### src/rtl/encrypt_pkg.sv
// encrypt_pkg: shared definitions for the iterative 64-bit SP block cipher.
//   - SBOX        : 4-bit substitution table
//   - ROUNDS_DEF  : default number of SP rounds
//   - fsm_e       : control FSM states (IDLE, RUN, FINAL)
//   - sbox4 / s_layer / p_layer / key_update : golden round primitives
package encrypt_pkg;

  localparam int ROUNDS_DEF = 10;

  localparam logic [3:0] SBOX [16] = '{
    4'hC, 4'h5, 4'h6, 4'hB, 4'h9, 4'h0, 4'hA, 4'hD,
    4'h3, 4'hE, 4'hF, 4'h8, 4'h4, 4'h7, 4'h1, 4'h2
  };

  typedef enum logic [1:0] {IDLE, RUN, FINAL} fsm_e;

  function automatic logic [3:0] sbox4(input logic [3:0] x);
    return SBOX[x];
  endfunction

  function automatic logic [63:0] s_layer(input logic [63:0] x);
    logic [63:0] y;
    for (int n = 0; n < 16; n++) y[4*n +: 4] = sbox4(x[4*n +: 4]);
    return y;
  endfunction

  // Bit 4j+k lands on j+16k; bit 63 maps onto itself under this form.
  function automatic logic [63:0] p_layer(input logic [63:0] x);
    logic [63:0] y;
    for (int j = 0; j < 16; j++)
      for (int k = 0; k < 4; k++)
        y[j + 16*k] = x[4*j + k];
    return y;
  endfunction

  // End-of-round key schedule: rotl 13, S-box the top nibble, mix in round index.
  function automatic logic [63:0] key_update(input logic [63:0] k, input logic [3:0] r);
    logic [63:0] t;
    t          = {k[50:0], k[63:51]};
    t[63:60]   = sbox4(t[63:60]);
    t[4:0]     = t[4:0] ^ {1'b0, r};
    return t;
  endfunction

endpackage

### src/rtl/encrypt_if.sv
// encrypt_if: start/done handshake and data bus of the encrypt core.
//   master : system controller (drives start/plaintext/secretKey)
//   slave  : encrypt core (drives busy/done/ciphertext)
// With ENCRYPT_DBG_EN defined, dbg_state/dbg_round are also carried.
interface encrypt_if;
  logic        start;
  logic [63:0] plaintext;
  logic [63:0] secretKey;
  logic        busy;
  logic        done;
  logic [63:0] ciphertext;
`ifdef ENCRYPT_DBG_EN
  logic [63:0] dbg_state;
  logic [3:0]  dbg_round;

  modport master (output start, plaintext, secretKey,
                  input  busy, done, ciphertext, dbg_state, dbg_round);
  modport slave  (input  start, plaintext, secretKey,
                  output busy, done, ciphertext, dbg_state, dbg_round);
`else
  modport master (output start, plaintext, secretKey,
                  input  busy, done, ciphertext);
  modport slave  (input  start, plaintext, secretKey,
                  output busy, done, ciphertext);
`endif
endinterface

### src/rtl/encrypt_round.sv
// encrypt_round: one combinational SP round.
//   state_i/key_i : current state and round key
//   r_i           : round index mixed into the key schedule
//   state_o       : P(S(state ^ key))
//   key_o         : key_update(key, r)
module encrypt_round
  import encrypt_pkg::*;
(
  input  logic [63:0] state_i,
  input  logic [63:0] key_i,
  input  logic [3:0]  r_i,
  output logic [63:0] state_o,
  output logic [63:0] key_o
);
  assign state_o = p_layer(s_layer(state_i ^ key_i));
  assign key_o   = key_update(key_i, r_i);
endmodule

### src/rtl/encrypt.sv
// encrypt: iterative 64-bit block cipher, one SP round per clock.
//   clk   : rising-edge clock
//   rst_n : synchronous active-low reset
//   bus   : encrypt_if.slave (start/plaintext/secretKey in; busy/done/ciphertext out)
// Optional: ENCRYPT_DBG_EN exposes dbg_state/dbg_round on the interface.
// Timing: start at E0, rounds at E1..E{ROUNDS}, ciphertext+done at E{ROUNDS+1}.
module encrypt
  import encrypt_pkg::*;
#(
  parameter int ROUNDS = ROUNDS_DEF
) (
  input  logic     clk,
  input  logic     rst_n,
  encrypt_if.slave bus
);

  if (ROUNDS < 1 || ROUNDS > 15) begin : g_bad_rounds
    $error("encrypt: ROUNDS must be in 1..15");
  end

  localparam logic [3:0] LAST = 4'(ROUNDS);

  fsm_e        fsm_q,   fsm_d;
  logic [63:0] state_q, state_d;
  logic [63:0] key_q,   key_d;
  logic [3:0]  round_q, round_d;
  logic [63:0] ct_q,    ct_d;
  logic        done_q,  done_d;

  logic [63:0] rnd_state, rnd_key;

  encrypt_round u_round (
    .state_i (state_q),
    .key_i   (key_q),
    .r_i     (round_q),
    .state_o (rnd_state),
    .key_o   (rnd_key)
  );

  always_ff @(posedge clk) begin
    if (!rst_n) begin
      fsm_q   <= IDLE;
      state_q <= '0;
      key_q   <= '0;
      round_q <= '0;
      ct_q    <= '0;
      done_q  <= 1'b0;
    end else begin
      fsm_q   <= fsm_d;
      state_q <= state_d;
      key_q   <= key_d;
      round_q <= round_d;
      ct_q    <= ct_d;
      done_q  <= done_d;
    end
  end

  always_comb begin
    fsm_d   = fsm_q;
    state_d = state_q;
    key_d   = key_q;
    round_d = round_q;
    ct_d    = ct_q;
    done_d  = 1'b0;
    unique case (fsm_q)
      // done is high while IDLE, so a start in the done cycle is accepted.
      IDLE: if (bus.start) begin
        state_d = bus.plaintext;
        key_d   = bus.secretKey;
        round_d = 4'd1;
        fsm_d   = RUN;
      end
      RUN: begin
        state_d = rnd_state;
        key_d   = rnd_key;
        round_d = round_q + 4'd1;
        if (round_q == LAST) fsm_d = FINAL;
      end
      FINAL: begin
        ct_d   = state_q ^ key_q;
        done_d = 1'b1;
        fsm_d  = IDLE;
      end
      default: fsm_d = IDLE;
    endcase
  end

  assign bus.busy       = (fsm_q != IDLE);
  assign bus.done       = done_q;
  assign bus.ciphertext = ct_q;
`ifdef ENCRYPT_DBG_EN
  assign bus.dbg_state  = state_q;
  assign bus.dbg_round  = round_q;
`endif

endmodule

### src/flat_wrapper.sv
// flat-port wrapper written by rule: the top's interface ports become plain ports
module encrypt_flat import encrypt_pkg::*;
#(
  parameter int ROUNDS = ROUNDS_DEF
)
  (clk, rst_n, bus_start, bus_plaintext, bus_secretKey, bus_busy, bus_done, bus_ciphertext);
  encrypt_if bus_i ();
  input  logic clk;
  input  logic rst_n;
  input wire logic [$bits(bus_i.start)-1:0] bus_start;
  input wire logic [$bits(bus_i.plaintext)-1:0] bus_plaintext;
  input wire logic [$bits(bus_i.secretKey)-1:0] bus_secretKey;
  output wire logic [$bits(bus_i.busy)-1:0] bus_busy;
  output wire logic [$bits(bus_i.done)-1:0] bus_done;
  output wire logic [$bits(bus_i.ciphertext)-1:0] bus_ciphertext;
  assign bus_i.start = bus_start;
  assign bus_i.plaintext = bus_plaintext;
  assign bus_i.secretKey = bus_secretKey;
  assign bus_busy = bus_i.busy;
  assign bus_done = bus_i.done;
  assign bus_ciphertext = bus_i.ciphertext;
  encrypt #(.ROUNDS(ROUNDS)) u_core (.clk(clk), .rst_n(rst_n), .bus(bus_i));
endmodule
### config.mk
export PLATFORM = sky130hd
export DESIGN_NAME = encrypt_flat
export DESIGN_NICKNAME = d
export VERILOG_FILES = /design/src/rtl/encrypt_pkg.sv /design/src/rtl/encrypt_if.sv /design/src/rtl/encrypt_round.sv /design/src/rtl/encrypt.sv /design/src/flat_wrapper.sv
export SDC_FILE = /design/constraint.sdc
export NUM_CORES = 1
export LEC_CHECK = 0
export ABC_AREA = 1
export BUFFER_PORTS_ARGS = -buffer_cell sky130_fd_sc_hd__buf_2
export CAP_MARGIN = 20
export CORE_ASPECT_RATIO = 0.9
export CORE_MARGIN = 5
export CORE_UTILIZATION = 30
export CTS_CLUSTER_DIAMETER = 40
export DETAILED_ROUTE_END_ITERATION = 8
export PLACE_DENSITY = 0.47
export SKIP_CTS_REPAIR_TIMING = 1
export SYNTH_ARGS = -nofsm -noshare
export SYNTH_HDL_FRONTEND = slang
export SYNTH_SLANG_ARGS = --single-unit
### constraint.sdc
create_clock -name clk -period 3.8 [get_ports clk]
set_input_delay 0.76 -clock clk [delete_from_list [all_inputs] [get_ports clk]]
set_output_delay 0.76 -clock clk [all_outputs]
set_load 0.01 [all_outputs]
==> run summary, run 1 <==
Diodes inserted: 0
DR vias/cell: 4.963
# port buffers: 196
Warnings from Yosys: 0
Setup Skew: 0.01164 ns
Core area: 38,370 µm²
Top_reg_cell synth: dfxtp_1
HP Class: reg -> reg
Final HPWL DP: 34.28 mm
Fin Setup TNS: 0 ns
Maxcap violations: 0
Crit end category: flop
Min setup slack post-route: 1.509 ns
WS Path Type: reg -> reg
Largest net degree at the start of global routing: 135
Placer Congestion: 0.8574
First-pass GRT wire length: 70.06 mm
Pleak: 6.535 nW
Htree depth: 4
Pre-CTS worst setup slack: 1.330 ns
Syn_area_per_cell: 6.494 µm²
Clock Sinks: 199
CTS buffer count: 17
Total global routing overflow: 0
FMAX: 436.5 MHz
Post-layout nets: 2,123
Sequential share of the synthesized area: 0.3416
Fin. Hold Viols: 0
Final min period: 2.291 ns
Syn Nets: 1,982
Yosys cell types: 28
Ys async rst share: 0
Global routing's busiest layer: met2
Initial antenna violation count: 0
Die X: 217.8 µm
Critical Path AT: 2.67 ns
Maximum vdd drop: 0.2286 mV
M1 GR Usage: 0.3159
Clock latency on the worst-skew pair: 0.45 ns
I/O Pins: 197
Layout cells sized above 1: 0.1282
DR iter-0 viols: 981
Met3 usage in global routing: 0.03402
Status: complete, no violations
Die area: 42,920 µm²
Slew Limit Fails: 0
Avg WL per Cell: 18.82 µm
Die Ht: 197.1 µm
Cell Area, Synth: 11,660 µm²
Most frequent cells in the layout: nand2_1, dfxtp_1, buf_2
Total Wirelength: 46.58 mm
Synth Instances: 1,796
Commonest non-fill, non-tap cell in the layout: nand2_1
Post-route ant nets: 0
CP required: 4.18 ns
Clk buf depth: 2
FF+latch count, synth: 199
Worst-Margin Slew: 1.006 ns
Met2 usage: 0.3323
RSZ-0062 raised after global routing: no
Setup crit start kind: flop
FP Rows: 68
Clock root cell: clkbuf_16
DRT Pass-1 Iters: 5
PwrDens: 455.1 nW/µm²
Vias in the first global route: 11,200
Post-synth EDFFs: 0
Final worst-path cycle share: 0.6029
Worst-path clk slew: 0.08 ns
Total GRT Usage: 0.2123
CP max FO: 60
Initial Util: 0.3039
TritonCTS clock tree: done
DRC: 0
Vias: 12,280
# setup viols final: 0
Worst rel slew slack: 0.3277
Layout area overhead: 17.27%
## sequential cells by signal, summed over array words and instances, names as in the netlist
signal                 count
u_core.round_q             4
u_core.bus.ciphertext     64
u_core.state_q            64
u_core.key_q              64
u_core.bus.done            1
u_core.fsm_q               2
## cell families after synthesis
group | count (synthesis) | share of synthesized area
buffers and inverters | 253 | 0.08540
xor gates and xnor gates | 48 | 0.03605
AOI/OAI and AO/OA | 433 | 0.2013
DFF | 199 | 0.3416
and+or+nand+nor | 808 | 0.2767
adders and majority gates | 55 | 0.05901
## metal layers
layer / part of all wire / routed length, µm
met3: 0.057 / 2653
met2: 0.44 / 20710
met5: 0 / 0
met1: 0.49 / 22840
met4: 0.0082 / 384
## worst paths after layout
check | startpoint | to | slack (ns) | cells after the start
setup / recovery | u_core.fsm_q[0]$_SDFFE_PN0P_ | u_core.round_q[1]$_SDFFE_PN0P_ | 1.51 | 7
hold / removal | u_core.state_q[37]$_SDFFE_PN0P_ | u_core.state_q[37]$_SDFFE_PN0P_ | 0.48 | 2
setup reg to reg | u_core.fsm_q[0]$_SDFFE_PN0P_ | u_core.round_q[1]$_SDFFE_PN0P_ | 1.51 | 7
hold reg to reg | u_core.state_q[37]$_SDFFE_PN0P_ | u_core.state_q[37]$_SDFFE_PN0P_ | 0.48 | 2
## power by group
part,leakage [nW],total (mW),internal [mW],switching [mW]
clock,0.280,1.92,0.997,0.927
combinational,4.63,1.90,0.601,1.30
sequential,1.63,2.40,2.23,0.175
## metrics by stage
stage | hold WS [ns] | total power, mW | utilization | cells | cell area, µm²
5_1_grt | 0.5015 | 6.634 | 0.3564 | 2475 | 13680
3_3_place_gp | 0.4693 | 4.318 | 0.3411 | 2443 | 13090
4_1_cts | 0.4820 | 6.261 | 0.3564 | 2475 | 13680
2_1_floorplan | 0.4575 | 3.689 | - | 1796 | 11660
3_5_place_dp | 0.4699 | 4.334 | 0.3411 | 2443 | 13090
6_report | 0.4808 | 6.225 | 0.3564 | 2475 | 13680
## worst max-delay path, stage by stage (launching register included)
cell	delay, ns
dfxtp_1	0.44
inv_2	0.14
nor2_4	0.15
inv_2	0.07
buf_4	0.34
nor2_2	0.60
inv_1	0.24
o21ai_0	0.19
## synthesized netlist by cell type (all sizes together), types with 21 or more instances
| cell | count | area (µm²) |
|---|---|---|
| a21oi | 156 | 780.8 |
| buf | 31 | 161.4 |
| dfxtp | 199 | 3984 |
| o21ai | 200 | 1001 |
| o211ai | 21 | 157.7 |
| nor2 | 78 | 302.8 |
| ha | 55 | 688.2 |
| inv | 167 | 626.9 |
| nand3 | 126 | 630.6 |
| nand2 | 595 | 2238 |
| xor2 | 30 | 262.8 |
| clkbuf | 55 | 207.7 |
| a22oi | 27 | 202.7 |
## layout make-up
type	count	area, µm²
Timing Repair Buffer	208	1124
Inverter	167	626.9
Sequential cell	199	3984
Clock inverter	13	145.1
Clock buffer	19	442.9
Fill cell	4245	24690
Tap cell	525	656.9
Multi-Input combinational cell	1344	6698
(Power assumes the default switching activity.)
==> inputs of run 2 (changes only) <==
Clock period 3.8 ns to 2.4 ns, I/O delays scaled along.
==> run summary, run 2 (synthesis results as in run 1) <==
Status: complete, no violations
Critical Path AT: 2.50 ns (-0.17 ns)
Pleak: 6.643 nW (+1.6%)
Fin. Hold Viols: 0 (unchanged)
Total global routing overflow: 0 (unchanged)
DR iter-0 viols: 876 (-11%)
CP max FO: 47 (-22%)
Die Ht: 197.1 µm (unchanged)
Post-route ant nets: 0 (unchanged)
Vias: 12,470 (+1.5%)
Initial Util: 0.3039 (unchanged)
Largest net degree at the start of global routing: 87 (-36%)
Maxcap violations: 0 (unchanged)
PwrDens: 723.2 nW/µm² (+59%)
Post-layout nets: 2,138 (+0.71%)
Worst rel slew slack: 0.5457 (+0.2180)
Placer Congestion: 0.8986 (+4.8%)
FF-to-FF setup slack: 0.29 ns (-1.22 ns)
Power consumption: 10.03 mW (+61%)
R2r worst-path depth: 9 (+2)
Layout cells sized above 1: 0.1354 (+0.007164)
R2r startpoint: u_core.fsm_q[0]$_SDFFE_PN0P_
RR Endpoint: u_core.state_q[7]$_SDFFE_PN0P_
Die area: 42,920 µm² (unchanged)
Vias in the first global route: 11,620 (+3.7%)
Final HPWL DP: 35.83 mm (+4.5%)
Commonest non-fill, non-tap cell in the layout: nand2_1
Hold Path Sink: u_core.key_q[55]$_SDFFE_PN0P_
Clock root cell: clkbuf_16
Initial antenna violation count: 3 (+3)
Setup Skew: 0.01409 ns (+0.002452 ns)
Hold_sp: bus_secretKey[55]
First-pass GRT wire length: 71.27 mm (+1.7%)
Die X: 217.8 µm (unchanged)
Final worst-path cycle share: 0.8782 (+0.2753)
Final non-filler cell total: 2,491 (+0.65%)
DRT Pass-1 Iters: 5 (unchanged)
TritonCTS clock tree: done
WHS Path Cells: 3 (+1)
CP required: 2.79 ns (-1.39 ns)
Most frequent cells in the layout: nand2_1, dfxtp_1, buf_2
DRC: 0 (unchanged)
Pre-CTS worst setup slack: 0.3276 ns (-1.002 ns)
Crit end category: flop
Final hold slack: 0.3030 ns (-0.1778 ns)
Setup crit start kind: flop
DR vias/cell: 5.006 (+0.87%)
WS Path Type: reg -> reg
Layout area overhead: 18.90%
Htree depth: 4 (unchanged)
CTS buffer count: 17 (unchanged)
Avg WL per Cell: 19.13 µm (+1.7%)
Total placed cells including tap cells: 2,458 (+0.61%)
# port buffers: 196 (unchanged)
Core area: 38,370 µm² (unchanged)
FMAX: 474.5 MHz (+8.7%)
Worst-path clk slew: 0.08 ns (about the same)
Filler cell count: 4,274 (+0.68%)
I/O Pins: 197 (unchanged)
Clk buf depth: 2 (unchanged)
RSZ-0062 raised after global routing: no
HP Class: in -> reg
Slew Limit Fails: 0 (unchanged)
Maximum vdd drop: 0.4615 mV (+100%)
Fin Setup TNS: 0 ns (unchanged)
Min setup slack post-route: 0.2924 ns (-1.217 ns)
Total GRT Usage: 0.2167 (+0.004409)
FP Rows: 68 (unchanged)
Clock latency on the worst-skew pair: 0.46 ns (about the same)
Worst-Margin Slew: 0.6766 ns (-0.3295 ns)
Clock Sinks: 199 (unchanged)
Final min period: 2.108 ns (-0.1833 ns)
Total Wirelength: 47.66 mm (+2.3%)
# setup viols final: 0 (unchanged)
-- run 2: per-stage QoR --
stage | instance area, µm² | utilization
6_report | 13870 | 0.3614
5_1_grt | 13860 | 0.3613
4_1_cts | 13860 | 0.3613
3_5_place_dp | 13240 | 0.3450
3_3_place_gp | 13240 | 0.3450
2_1_floorplan | 11660 | -
-- run 2: per-layer routing --
metal	global-route usage	up-vias	share of wire
met4	0.05535	6	0.021
li1	-	6204	-
met3	0.03893	44	0.056
met2	0.3371	361	0.44
met1	0.3117	5856	0.48
met5	0	-	0.00097
-- run 2: how the worst max path moves through the flow --
stage	to	slack, ns	start
2_1_floorplan	u_core.state_q[12]$_SDFFE_PN0P_	0.85	u_core.key_q[49]$_SDFFE_PN0P_
3_3_place_gp	u_core.state_q[7]$_SDFFE_PN0P_	0.34	u_core.fsm_q[0]$_SDFFE_PN0P_
3_5_place_dp	u_core.state_q[7]$_SDFFE_PN0P_	0.33	u_core.fsm_q[0]$_SDFFE_PN0P_
4_1_cts	u_core.state_q[7]$_SDFFE_PN0P_	0.31	u_core.fsm_q[0]$_SDFFE_PN0P_
5_1_grt	u_core.state_q[7]$_SDFFE_PN0P_	0.17	u_core.fsm_q[0]$_SDFFE_PN0P_
6_report	u_core.state_q[7]$_SDFFE_PN0P_	0.29	u_core.fsm_q[0]$_SDFFE_PN0P_
-- run 2: critical path, cell delays in order, from the launching register on --
cell and delay, ns:
dfxtp_1 0.44, inv_2 0.11, nor2_4 0.18, inv_2 0.22
nand2_2 0.16, inv_2 0.08, buf_12 0.19, nor2_1 0.41
nand2_1 0.10, a21oi_1 0.13
-- run 2: report_power, final --
| group | leakage [nW] | internal (mW) | total (mW) | switching (mW) |
|---|---|---|---|---|
| Sequential | 1.63 | 3.53 | 3.80 | 0.274 |
| Clock | 0.300 | 1.70 | 3.18 | 1.48 |
| Combinational | 4.71 | 0.991 | 3.05 | 2.06 |
| Total | 6.64 | 6.22 | 10.0 | 3.81 |
-- run 2: final cells by class --
| type | count | area, µm² | area share |
|---|---|---|---|
| Multi-Input combinational cell | 1344 | 6698 | 0.4830 |
| Sequential cell | 199 | 3984 | 0.2873 |
| Timing Repair Buffer | 223 | 1274 | 0.09185 |
| Tap cell | 525 | 656.9 | 0.04737 |
| Inverter | 167 | 626.9 | 0.04520 |
| Clock buffer | 18 | 439.2 | 0.03167 |
| Clock inverter | 14 | 186.4 | 0.01344 |
| Antenna cell | 1 | 2.502 | 0.0001805 |
==> inputs of run 3 (changes only) <==
Clock period 2.4 ns to 2.5 ns, I/O delays scaled along.
==> run summary, run 3 (synthesis results as in run 1) <==
Status: complete, no violations
Setup crit start kind: flop
Total GRT Usage: 0.2104 (-0.006263)
Placer Congestion: 0.8997 (+0.12%)
Critical Path AT: 2.38 ns (-0.12 ns)
Psw: 3.619 mW (-5.0%)
TritonCTS clock tree: done
Filler cell count: 4,163 (-2.6%)
DR vias/cell: 4.946 (-1.2%)
Pleak: 6.610 nW (-0.49%)
Power consumption: 9.365 mW (-6.6%)
Layout area overhead: 18.35%
Largest net degree at the start of global routing: 105 (+21%)
I/O Pins: 197 (unchanged)
WS Path Type: reg -> reg
Combinational share of power: 0.311 (+0.007)
Final min period: 2.058 ns (-0.04982 ns)
Most frequent cells in the layout: nand2_1, dfxtp_1, buf_2
Htree depth: 4 (unchanged)
RR Endpoint: u_core.key_q[51]$_SDFFE_PN0P_
Avg WL per Cell: 18.65 µm (-2.5%)
# setup viols final: 0 (unchanged)
# port buffers: 196 (unchanged)
Layout cells sized above 1: 0.1344 (-0.0009494)
Vias in the first global route: 11,470 (-1.3%)
Final worst-path cycle share: 0.8231 (-0.05505)
CTS buffer count: 17 (unchanged)
Total Wirelength: 46.43 mm (-2.6%)
Core area: 38,370 µm² (unchanged)
Crit end category: flop
Clk pwr share: 0.298 (-0.019)
DRC: 0 (unchanged)
Crit path max-delay family: buffers and inverters
Switching Share: 0.3865 (+0.006660)
FP Rows: 68 (unchanged)
Worst-Margin Slew: 0.8302 ns (+0.1535 ns)
Die X: 217.8 µm (unchanged)
Maxcap violations: 0 (unchanged)
Int Power: 5.746 mW (-7.6%)
Worst rel slew slack: 0.4426 (-0.1031)
Die area: 42,920 µm² (unchanged)
Most used cell, CP: nor2_4
DR iter-0 viols: 971 (+11%)
Fin. Hold Viols: 0 (unchanged)
WP buf/inv: 3 (-1)
Clock latency on the worst-skew pair: 0.45 ns (about the same)
RSZ-0062 raised after global routing: no
R2r startpoint: u_core.fsm_q[0]$_SDFFE_PN0P_
Seq pwr share: 0.390 (+0.011)
Clock root cell: clkbuf_16
CP required: 2.83 ns (+0.04 ns)
Hold Path Sink: u_core.key_q[55]$_SDFFE_PN0P_
Maximum vdd drop: 0.4434 mV (-3.9%)
Initial antenna violation count: 1 (-2)
Vias: 12,310 (-1.3%)
Die Ht: 197.1 µm (unchanged)
Total global routing overflow: 0 (unchanged)
Slowest stage delay, CP: 0.47 ns (+0.03 ns)
R2r worst-path depth: 7 (-2)
First-pass GRT wire length: 69.33 mm (-2.7%)
FF-to-FF setup slack: 0.44 ns (+0.15 ns)
PwrDens: 678.5 nW/µm² (-6.2%)
Slowest-stage cell, CP: dfxtp_1
Setup Skew: 0.01081 ns (-0.003276 ns)
HP Class: in -> reg
Final hold slack: 0.3310 ns (+0.02799 ns)
Final HPWL DP: 35.32 mm (-1.4%)
Initial Util: 0.3039 (unchanged)
Commonest non-fill, non-tap cell in the layout: nand2_1
Worst-path clk slew: 0.07 ns (about the same)
Fin Setup TNS: 0 ns (unchanged)
WHS Path Cells: 3 (unchanged)
FMAX: 486.0 MHz (+2.4%)
Diodes inserted: 0 (-1)
CP max FO: 84 (+79%)
Min setup slack post-route: 0.4422 ns (+0.1498 ns)
Final non-filler cell total: 2,489 (-0.080%)
Hold_sp: bus_secretKey[55]
Total placed cells including tap cells: 2,457 (-0.041%)
Post-layout nets: 2,137 (-0.047%)
Crit path cell chain: inv_2, nor2_4, buf_12, nor2_4, buf_4, a22oi_1, a21oi_1
DRT Pass-1 Iters: 5 (unchanged)
Pre-CTS worst setup slack: 0.4865 ns (+0.1589 ns)
Clock Sinks: 199 (unchanged)
Post-route ant nets: 0 (unchanged)
Slew Limit Fails: 0 (unchanged)
Clk buf depth: 2 (unchanged)
[run 3: metrics by stage]
stage	instance area, µm²	utilization
after floorplan	11660	-
after global placement	13230	0.3448
after detailed placement	13230	0.3448
after CTS	13800	0.3597
after global routing	13800	0.3597
final	13800	0.3597
[run 3: per-layer routing]
| layer | track usage | vias up | part of all wire |
|---|---|---|---|
| met5 | 0 | - | 0 |
| met4 | 0.04093 | 0 | 0.013 |
| met3 | 0.03510 | 24 | 0.060 |
| met2 | 0.3281 | 379 | 0.44 |
| met1 | 0.3090 | 5711 | 0.49 |
| li1 | - | 6196 | - |
[run 3: worst reg2reg max path: cells and delay by family (launching register included)]
family | cells | cell delay [ns]
AOI/OAI and AO/OA | 2 | 0.39
buffers and inverters | 3 | 0.75
DFF | 1 | 0.47
and+or+nand+nor | 2 | 0.33
[run 3: worst max-delay path by stage]
stage               slack (ns)  cells after the start                          start                              end
floorplan                 0.95                     11  u_core.key_q[49]$_SDFFE_PN0P_  u_core.state_q[12]$_SDFFE_PN0P_
global placement          0.51                      7   u_core.fsm_q[0]$_SDFFE_PN0P_    u_core.key_q[51]$_SDFFE_PN0P_
detailed placement        0.49                      7   u_core.fsm_q[0]$_SDFFE_PN0P_    u_core.key_q[51]$_SDFFE_PN0P_
CTS                       0.46                      7   u_core.fsm_q[0]$_SDFFE_PN0P_    u_core.key_q[51]$_SDFFE_PN0P_
finish                    0.44                      7   u_core.fsm_q[0]$_SDFFE_PN0P_    u_core.key_q[51]$_SDFFE_PN0P_
global route              0.35                      7   u_core.fsm_q[0]$_SDFFE_PN0P_    u_core.key_q[51]$_SDFFE_PN0P_
[run 3: power groups by stage]
| stage | Combinational, mW | Clock, mW | Sequential, mW |
|---|---|---|---|
| floorplan | 1.99 | 0 | 3.62 |
| global placement | 2.88 | 0 | 3.72 |
| detailed placement | 2.90 | 0 | 3.72 |
| CTS | 2.91 | 2.88 | 3.65 |
| global route | 3.33 | 3.00 | 3.68 |
| finish | 2.92 | 2.79 | 3.66 |
[run 3: layout make-up]
class | count | area, µm² | share of cell area
repair buffers | 222 | 1266 | 0.09174
well taps | 525 | 656.9 | 0.04759
clock buffers | 18 | 429.2 | 0.03109
flip-flops and latches | 199 | 3984 | 0.2886
inverters | 167 | 626.9 | 0.04542
multi-input cells | 1344 | 6698 | 0.4853
clock inverters | 14 | 141.4 | 0.01024
